$ cat src/rtl/whack_pkg.sv
// whack_pkg: reporter state encoding and the 7-seg glyph table shared with the 7-seg driver.
package whack_pkg;

    typedef enum logic [1:0] {IDLE, CONVERT, SHOW, GAP} rep_state_t;

    localparam logic [6:0] SEG_BLANK = 7'h7F;

    localparam logic [6:0] SEG_LUT [16] = '{
        7'h40, 7'h79, 7'h24, 7'h30, 7'h19, 7'h12, 7'h02, 7'h78,
        7'h00, 7'h10, 7'h08, 7'h03, 7'h46, 7'h21, 7'h06, 7'h0E
    };

    function automatic logic [6:0] seg7(input logic [3:0] d);
        return SEG_LUT[d];
    endfunction

endpackage

$ cat src/rtl/score_reporter_if.sv
// score_reporter_if: game-core inputs and display/high-score outputs of the score reporter.
interface score_reporter_if;

    logic       game_end;
    logic [7:0] score;
    logic [6:0] seg;
    logic       dp;
    logic       busy;
    logic [7:0] hi_score;
    logic       new_record;

    modport master (output game_end, score, input seg, dp, busy, hi_score, new_record);
    modport slave  (input game_end, score, output seg, dp, busy, hi_score, new_record);

endinterface

$ cat src/rtl/score_reporter_bin2bcd_seq.sv
// bin2bcd_seq: 8-iteration double-dabble converter; done is high during the last step with bcd valid.
module bin2bcd_seq (
    input  logic        clk,
    input  logic        rst_n,
    input  logic        start,
    input  logic        abort,
    input  logic [7:0]  bin,
    output logic        busy,
    output logic        done,
    output logic [11:0] bcd
);

    logic [19:0] sh, adj, nxt;
    logic [2:0]  iter;
    logic        run;

    always_comb begin
        adj = sh;
        for (int i = 0; i < 3; i++)
            adj[8 + 4 * i +: 4] = sh[8 + 4 * i +: 4] >= 4'd5 ? sh[8 + 4 * i +: 4] + 4'd3 : sh[8 + 4 * i +: 4];
        nxt = {adj[18:0], 1'b0};
    end

    assign busy = run;
    assign done = run && iter == 3'd7;
    assign bcd  = nxt[19:8];

    always_ff @(posedge clk) begin
        if (!rst_n) begin
            run  <= 1'b0;
            iter <= '0;
            sh   <= '0;
        end else if (start) begin
            run  <= 1'b1;
            iter <= '0;
            sh   <= {12'b0, bin};
        end else if (abort) begin
            run  <= 1'b0;
        end else if (run) begin
            sh   <= nxt;
            iter <= iter + 3'd1;
            run  <= iter != 3'd7;
        end
    end

endmodule

$ cat src/rtl/score_reporter.sv
// score_reporter: BCD-converts the final score and scrolls its digits on one 7-seg display.
// Define HISCORE_REPORT_EN to keep a session high score and light dp on a new record.
module score_reporter
    import whack_pkg::*;
#(
    parameter int DIGIT_CYCLES = 6_000_000,
    parameter int GAP_CYCLES   = 3_000_000
) (
    input logic             clk,
    input logic             rst_n,
    score_reporter_if.slave sr
);

    localparam int CNT_MAX = DIGIT_CYCLES > GAP_CYCLES ? DIGIT_CYCLES : GAP_CYCLES;
    localparam int CW      = $clog2(CNT_MAX + 1);

    rep_state_t      state, state_n;
    logic [CW-1:0]   cnt, cnt_n;
    logic [1:0]      idx, idx_n;
    logic [2:0][3:0] digs;
    logic [11:0]     bcd;
    logic            ge_q, start, abort, done, fin;

    // Index of the first digit to show: H, then T, else the ones digit always shows.
    function automatic logic [1:0] lead(input logic [11:0] d);
        return d[11:8] != 4'd0 ? 2'd2 : d[7:4] != 4'd0 ? 2'd1 : 2'd0;
    endfunction

    bin2bcd_seq u_bcd (
        .clk   (clk),
        .rst_n (rst_n),
        .start (start),
        .abort (abort),
        .bin   (sr.score),
        .busy  (sr.busy),
        .done  (done),
        .bcd   (bcd)
    );

    assign abort = state == CONVERT && !sr.game_end;
    assign fin   = state == CONVERT && sr.game_end && done;

    always_comb begin
        state_n = state;
        idx_n   = idx;
        cnt_n   = '0;
        start   = 1'b0;
        case (state)
            IDLE: begin
                start   = sr.game_end && !ge_q;
                state_n = start ? CONVERT : IDLE;
            end
            CONVERT: begin
                state_n = !sr.game_end ? IDLE : done ? SHOW : CONVERT;
                idx_n   = lead(bcd);
            end
            SHOW: begin
                if (!sr.game_end) state_n = IDLE;
                else if (cnt != CW'(DIGIT_CYCLES - 1)) cnt_n = cnt + 1'b1;
                else if (idx == 2'd0) state_n = GAP;
                else idx_n = idx - 2'd1;
            end
            GAP: begin
                if (!sr.game_end) state_n = IDLE;
                else if (cnt != CW'(GAP_CYCLES - 1)) cnt_n = cnt + 1'b1;
                else begin
                    state_n = SHOW;
                    idx_n   = lead(digs);
                end
            end
            default: state_n = IDLE;
        endcase
    end

    // ge_q resets high so a game_end held through reset is not taken as a fresh edge.
    always_ff @(posedge clk) begin
        if (!rst_n) begin
            state <= IDLE;
            cnt   <= '0;
            idx   <= '0;
            digs  <= '0;
            ge_q  <= 1'b1;
        end else begin
            state <= state_n;
            cnt   <= cnt_n;
            idx   <= idx_n;
            ge_q  <= sr.game_end;
            if (fin) digs <= bcd;
        end
    end

    assign sr.seg = state == SHOW ? seg7(digs[idx]) : SEG_BLANK;

`ifdef HISCORE_REPORT_EN
    logic [7:0] score_q, hi_q;
    logic       rec_q;

    always_ff @(posedge clk) begin
        if (!rst_n) begin
            score_q <= '0;
            hi_q    <= '0;
            rec_q   <= 1'b0;
        end else if (start) begin
            score_q <= sr.score;
            rec_q   <= 1'b0;
        end else if (fin && score_q > hi_q) begin
            hi_q    <= score_q;
            rec_q   <= 1'b1;
        end
    end

    assign sr.hi_score   = hi_q;
    assign sr.new_record = rec_q;
    assign sr.dp         = !(state == SHOW && rec_q);
`else
    assign sr.hi_score   = 8'h00;
    assign sr.new_record = 1'b0;
    assign sr.dp         = 1'b1;
`endif

endmodule

$ cat src/flat_wrapper.sv
// flat-port wrapper written by rule: the top's interface ports become plain ports
module score_reporter_flat import whack_pkg::*;
#(
    parameter int DIGIT_CYCLES = 6_000_000,
    parameter int GAP_CYCLES   = 3_000_000
)
  (clk, rst_n, sr_game_end, sr_score, sr_seg, sr_dp, sr_busy, sr_hi_score, sr_new_record);
  score_reporter_if sr_i ();
  input logic clk;
  input logic rst_n;
  input wire logic [$bits(sr_i.game_end)-1:0] sr_game_end;
  input wire logic [$bits(sr_i.score)-1:0] sr_score;
  output wire logic [$bits(sr_i.seg)-1:0] sr_seg;
  output wire logic [$bits(sr_i.dp)-1:0] sr_dp;
  output wire logic [$bits(sr_i.busy)-1:0] sr_busy;
  output wire logic [$bits(sr_i.hi_score)-1:0] sr_hi_score;
  output wire logic [$bits(sr_i.new_record)-1:0] sr_new_record;
  assign sr_i.game_end = sr_game_end;
  assign sr_i.score = sr_score;
  assign sr_seg = sr_i.seg;
  assign sr_dp = sr_i.dp;
  assign sr_busy = sr_i.busy;
  assign sr_hi_score = sr_i.hi_score;
  assign sr_new_record = sr_i.new_record;
  score_reporter #(.DIGIT_CYCLES(DIGIT_CYCLES), .GAP_CYCLES(GAP_CYCLES)) u_core (.clk(clk), .rst_n(rst_n), .sr(sr_i));
endmodule
$ cat config.mk
export PLATFORM = sky130hd
export DESIGN_NAME = score_reporter_flat
export DESIGN_NICKNAME = d
export VERILOG_FILES = /design/src/rtl/whack_pkg.sv /design/src/rtl/score_reporter_if.sv /design/src/rtl/score_reporter_bin2bcd_seq.sv /design/src/rtl/score_reporter.sv /design/src/flat_wrapper.sv
export SDC_FILE = /design/constraint.sdc
export NUM_CORES = 1
export LEC_CHECK = 0
export ABC_CLOCK_PERIOD_IN_PS = 2170
export CORE_MARGIN = 8
export CORE_UTILIZATION = 23
export CTS_CLUSTER_DIAMETER = 150
export DETAILED_ROUTE_END_ITERATION = 7
export PLACE_DENSITY_LB_ADDON = 0.2
export SYNTH_ARGS = -nofsm -noshare
export SYNTH_HDL_FRONTEND = slang
export SYNTH_HIERARCHICAL = 1
export SYNTH_SLANG_ARGS = --single-unit
$ cat constraint.sdc
create_clock -name clk -period 2.17 [get_ports clk]
set_input_delay 0.434 -clock clk [delete_from_list [all_inputs] [get_ports clk]]
set_output_delay 0.434 -clock clk [all_outputs]
set_load 0.1 [all_outputs]
Word-level counts from Yosys, hierarchy flattened
Memory sizes are Yosys's and may differ from the RTL's.
Index checks and enable logic that the tools add are counted.
- input port bits: 11
- bits in registers: 64
- logic and storage cells: 101
- memory bits (read-only): 112
- memories kept: 1
- output and inout port bits: 18
- add/subtract/negate cells: 6
- bitwise operators: 3
- muxes and demuxes: 39
- equality and inequality tests: 16
- $lt $le $gt $ge: 5
- reduce and logical (&&, ||, !) cells: 20
- memories (name ; depth ; width ; read ports ; clocked after memory_dff ; wr ports ; RTL line ; source):
    (no name shown) ; 16 ; 7 ; 1 ; 0 ; 0 ; whack_pkg.sv:14 ; return SEG_LUT[d];
- operators by type and width (operator ; number):
    $mux 23 ; 4
    $pmux 23 s2 ; 1
    $mux 2 ; 14
    $mux 8 ; 3
    $add 23x1->23 const B ; 1
    $ne 23x22->1 const B ; 1
    $ne 23x23->1 const B ; 1
    $mux 7 ; 3
    $reduce_bool 4->1 ; 4
    $ge 4x3->1 const B ; 3
    $mux 4 ; 3
    $ne 2x2->1 const B ; 5
    $ne 3x3->1 const B ; 3
    $add 4x2->4 const B ; 2
    $bmux 4 s2 ; 1
    $pmux 2 s4 ; 1
    $mux 1 ; 7
    $pmux 2 s3 ; 1
    $reduce_and 6->1 ; 1
    $ge 5x5->1 const B ; 1
    $logic_and 1x1->1 ; 5
    $not 4->5 ; 1
    $eq 2x2->1 const B ; 2
    $logic_not 2->1 ; 2
    16 further kinds ; 19

Longest topological paths before layout
- word-level depth: 7
- depth in mapped cells: 11

By module
The synthesis kept the hierarchy.
- by module, submodules not included (module ; seq. area each (sq um) ; cells each ; area an instance (sq um) ; times used):
    score_reporter ; 800.8 ; 288 ; 2391.0 ; 1
    bin2bcd_seq ; 480.5 ; 178 ; 1502.7 ; 1

Worst setup path after synthesis
Ideal clock, no wire load.
- path kind: register to output
- start: register u_core.idx[1]
- end: output sr_seg[6]
- slack: -1655 ps
- buffers on the path: 1
- data arrival time: 3391 ps
- cell stages (with the launch flop): 7
- required time: 1736 ps
- cell sequence: dfxtp_1 > buf_4 > and2b_1 > a21oi_1 > ha_1 > mux2i_1 > o21ai_0
- longest elaborated chain between the ends: 7
- RTL lines (what ; RTL line ; source):
    start, declared ; score_reporter.sv:19 ; logic [1:0] idx, idx_n;
    start signal, assigned ; score_reporter.sv:86 ; idx <= idx_n;
    $bmux 4 s2 ; score_reporter.sv:92 ; assign sr.seg = state == SHOW ? seg7(digs[idx]) : SEG_BLANK;
    $mux 4 (implied by the code) ; score_reporter.sv:92 ;
    $not 4->5 (implied by the code) ; whack_pkg.sv:14 ;
    $mem_v2 16x7 ; - ;
    $mux 7 (implied by the code) (2 in a row) ; whack_pkg.sv:14 ;
    $mux 7 ; score_reporter.sv:92 ;
    end, declared ; flat_wrapper.sv:13 ; output wire logic [$bits(sr_i.seg)-1:0] sr_seg;
Every way passes these cells. The select of a mux whose other input is x is not followed.

Worst setup path in the final report
- start: register u_core.idx[1]
- end: output sr_seg[1]
Same word-level chain as after synthesis.

==> results_dict.tcl <==
set metrics [dict create \
    status "finished with violations" \
    violations "setup timing" \
    nets 545 \
    final_util_pct 31.6 \
    ys_async_sr_fraction_pct 0 \
    grt_overflow 0 \
    clock_skew_ps 5.13 \
    post-route-min-period_ps 2500 \
    rsz0062_at_grt "yes" \
    antenna_left 0 \
    drc_errors 0 \
    critPathMaxFanout 6 \
    ff2ff_path_depth 9 \
    fp.dieW_um 146 \
    ios 29 \
    clock-root-buffer "clkbuf_16" \
    mostFrequentLayoutCell "nand2_1" \
    worst_pin_slew_ps 506 \
    cellPowerDensity_mw_per_mm2 532 \
    area_delta_synth_final_pct 34.5 \
    dieArea_sq_mm 0.0213 \
    cts_hold_buf 0 \
    first_global_vias 3153 \
    grt_max_degree 23 \
    vias_per_cell 4.35 \
    wl_per_cell_um 12.5 \
    dr_total_vias 3227 \
    clock_path_buffers 2 \
    antenna_found_initial 0 \
    mostFrequentLayoutCells "nand2_1, dfxtp_1, buf_4" \
    maxCapViolCount 0 \
    wirelength_mm 9.27 \
    synth_warnings 6 \
    dieHeight_um 146 \
    worstSetupPathType "flop to output pin" \
    fin_ws_ps -332 \
    min_path_type "flop to flop" \
    netlist-cell-type-count 61 \
    cts-buffers-inserted 9 \
    hpwl_mm 6.72 \
    synth-seq-cells 64 \
    setup_viol 7 \
    seq_area_frac_synth_pct 32.9 \
    dr.pass1.iters 4 \
    vdd_ir_drop_max_mv 0.369 \
    fin_crit_sh_pct 115 \
    p_leak_nw 1.96 \
    finalPower_w 0.00279 \
    clock-sinks 64 \
    cp-end-kind "output pin" \
    arrival_ps 2070 \
    syn_area_sq_mm 0.00389 \
    place_ws_ps -184 \
    crit_path_start_kind "flop" \
    clk_latency_ps 330 \
    grtUsageTotal_pct 8.79 \
    synthFlopType "dfxtp_1" \
    fmax_mhz 400 \
    io_buffer_count 18 \
    tritoncts "done" \
    final_hold_viol_count 0 \
    drive_gt1_share_pct 28.8 \
    synth-edff-count 0 \
    start_util_pct 23.5 \
    gp_congestion 0.774 \
    h-tree-depth 3 \
    holdPathStages 2 \
    slew_headroom_pct 66.2 \
    drt_iter0_drc 132 \
    n_antenna_cell 0 \
    final_max_slew_viol_count 0 \
    netlist_instances 466 \
    row_count 47 \
    nFillCells 1781 \
    crit_required_ps 1740 \
    cts.clk_slew.worst_paths_ps 50 \
    grt_pass1_wl_mm 15.6 \
    design.core.area_sq_mm 0.0166 \
    syn_area_per_cell_sq_um 8.36 \
]
## worst paths after layout
path / slack (ps) / to / from
min reg2reg: 460 / u_core/u_bcd/iter[2] / u_core/u_bcd/iter[2]
max reg2reg: 150 / u_core/idx[0] / u_core/u_bcd/sh[17]
min: 460 / u_core/u_bcd/iter[2] / u_core/u_bcd/iter[2]
max: -330 / sr_seg[1] / u_core/idx[1]
## cell usage after synthesis, drive strengths merged (7+ instances only)
master,number,share of area (%)
a21oi,10,1.3
xor2,16,3.6
dfxtp,64,33
o21ai,22,2.9
xnor2,7,1.6
o211a,10,2.6
nand2b,21,3.6
nand4,8,1.3
and3,9,1.4
nor2,37,3.8
nor2b,7,1.1
inv,13,1.3
nor4,7,1.4
nand3,21,3.0
buf,37,6.9
a21boi,14,2.7
nand2,69,6.7
mux2,7,2.3
ha,16,5.1
clkbuf,7,0.67
mux2i,11,2.8
## worst max-delay path: stages, from the launching register on
cell and delay, ps:
dfxtp_4 380, buf_4 130, mux2i_4 310, a2bb2oi_4 230, nor2_1 80, a221o_4 440, buf_12 170
## where the power goes
part           switching (W)  internal, W
registers          0.0000190      0.00120
logic               0.000182     0.000118
clock network       0.000482     0.000789
total               0.000683      0.00210
## through the flow
step	cell area [sq um]	TNS, ps	cells	hold slack (ps)
after detailed placement	4650	-996	710	454
after floorplan	4100	-817	474	440
after CTS	5040	-2290	734	461
after global placement	4650	-768	710	447
final	5240	-2070	741	460
after global routing	5240	-2750	741	508
## metal layers
metal / vias to the layer above / track usage (%) / part of all wire [%]
li1: 1693 / - / -
met4: 0 / 3.86 / 1.3
met5: - / 0 / 0
met1: 1490 / 11.5 / 51
met3: 8 / 2.04 / 2.7
met2: 36 / 13.5 / 45
## state kept, by name, summed over array words and instances, names as in the netlist
signal	flops
u_core/cnt	23
u_core/u_bcd/sh	20
u_core/digs	12
u_core/u_bcd/iter	3
u_core/idx	2
u_core/state	2
u_core/ge_q	1
u_core/u_bcd/busy	1
## what timing repair did
action,in CTS,in global routing
hold endpoints to repair,0,0
setup buffers,9,7
pin swaps,4,9
cloned,1,0
setup endpoints to repair,7,9
resized for setup,13,28
## cell families (layout without fill, tap and decap cells)
| group | count (synthesis) | in the layout | share of synthesized area [%] |
|---|---|---|---|
| AOI/OAI and AO/OA | 83 | 84 | 15.0 |
| xor gates and xnor gates | 23 | 23 | 5.17 |
| adders and majority gates | 16 | 16 | 5.14 |
| buffers and inverters | 57 | 103 | 8.80 |
| DFF | 64 | 64 | 32.9 |
| muxes | 18 | 18 | 5.14 |
| other | 2 | 10 | 0.193 |
| and+or+nand+nor | 203 | 203 | 27.7 |
## final cells by class
| class | count | area, sq um | area share [%] |
|---|---|---|---|
| Multi-Input combinational cell | 354 | 2660 | 50.8 |
| Sequential cell | 64 | 1290 | 24.6 |
| Timing Repair Buffer | 76 | 707 | 13.5 |
| Tap cell | 220 | 275 | 5.26 |
| Clock buffer | 13 | 250 | 4.78 |
| Inverter | 13 | 51.3 | 0.980 |
| Clock inverter | 1 | 5.00 | 0.0956 |
Power figures use the tool's default switching activity.
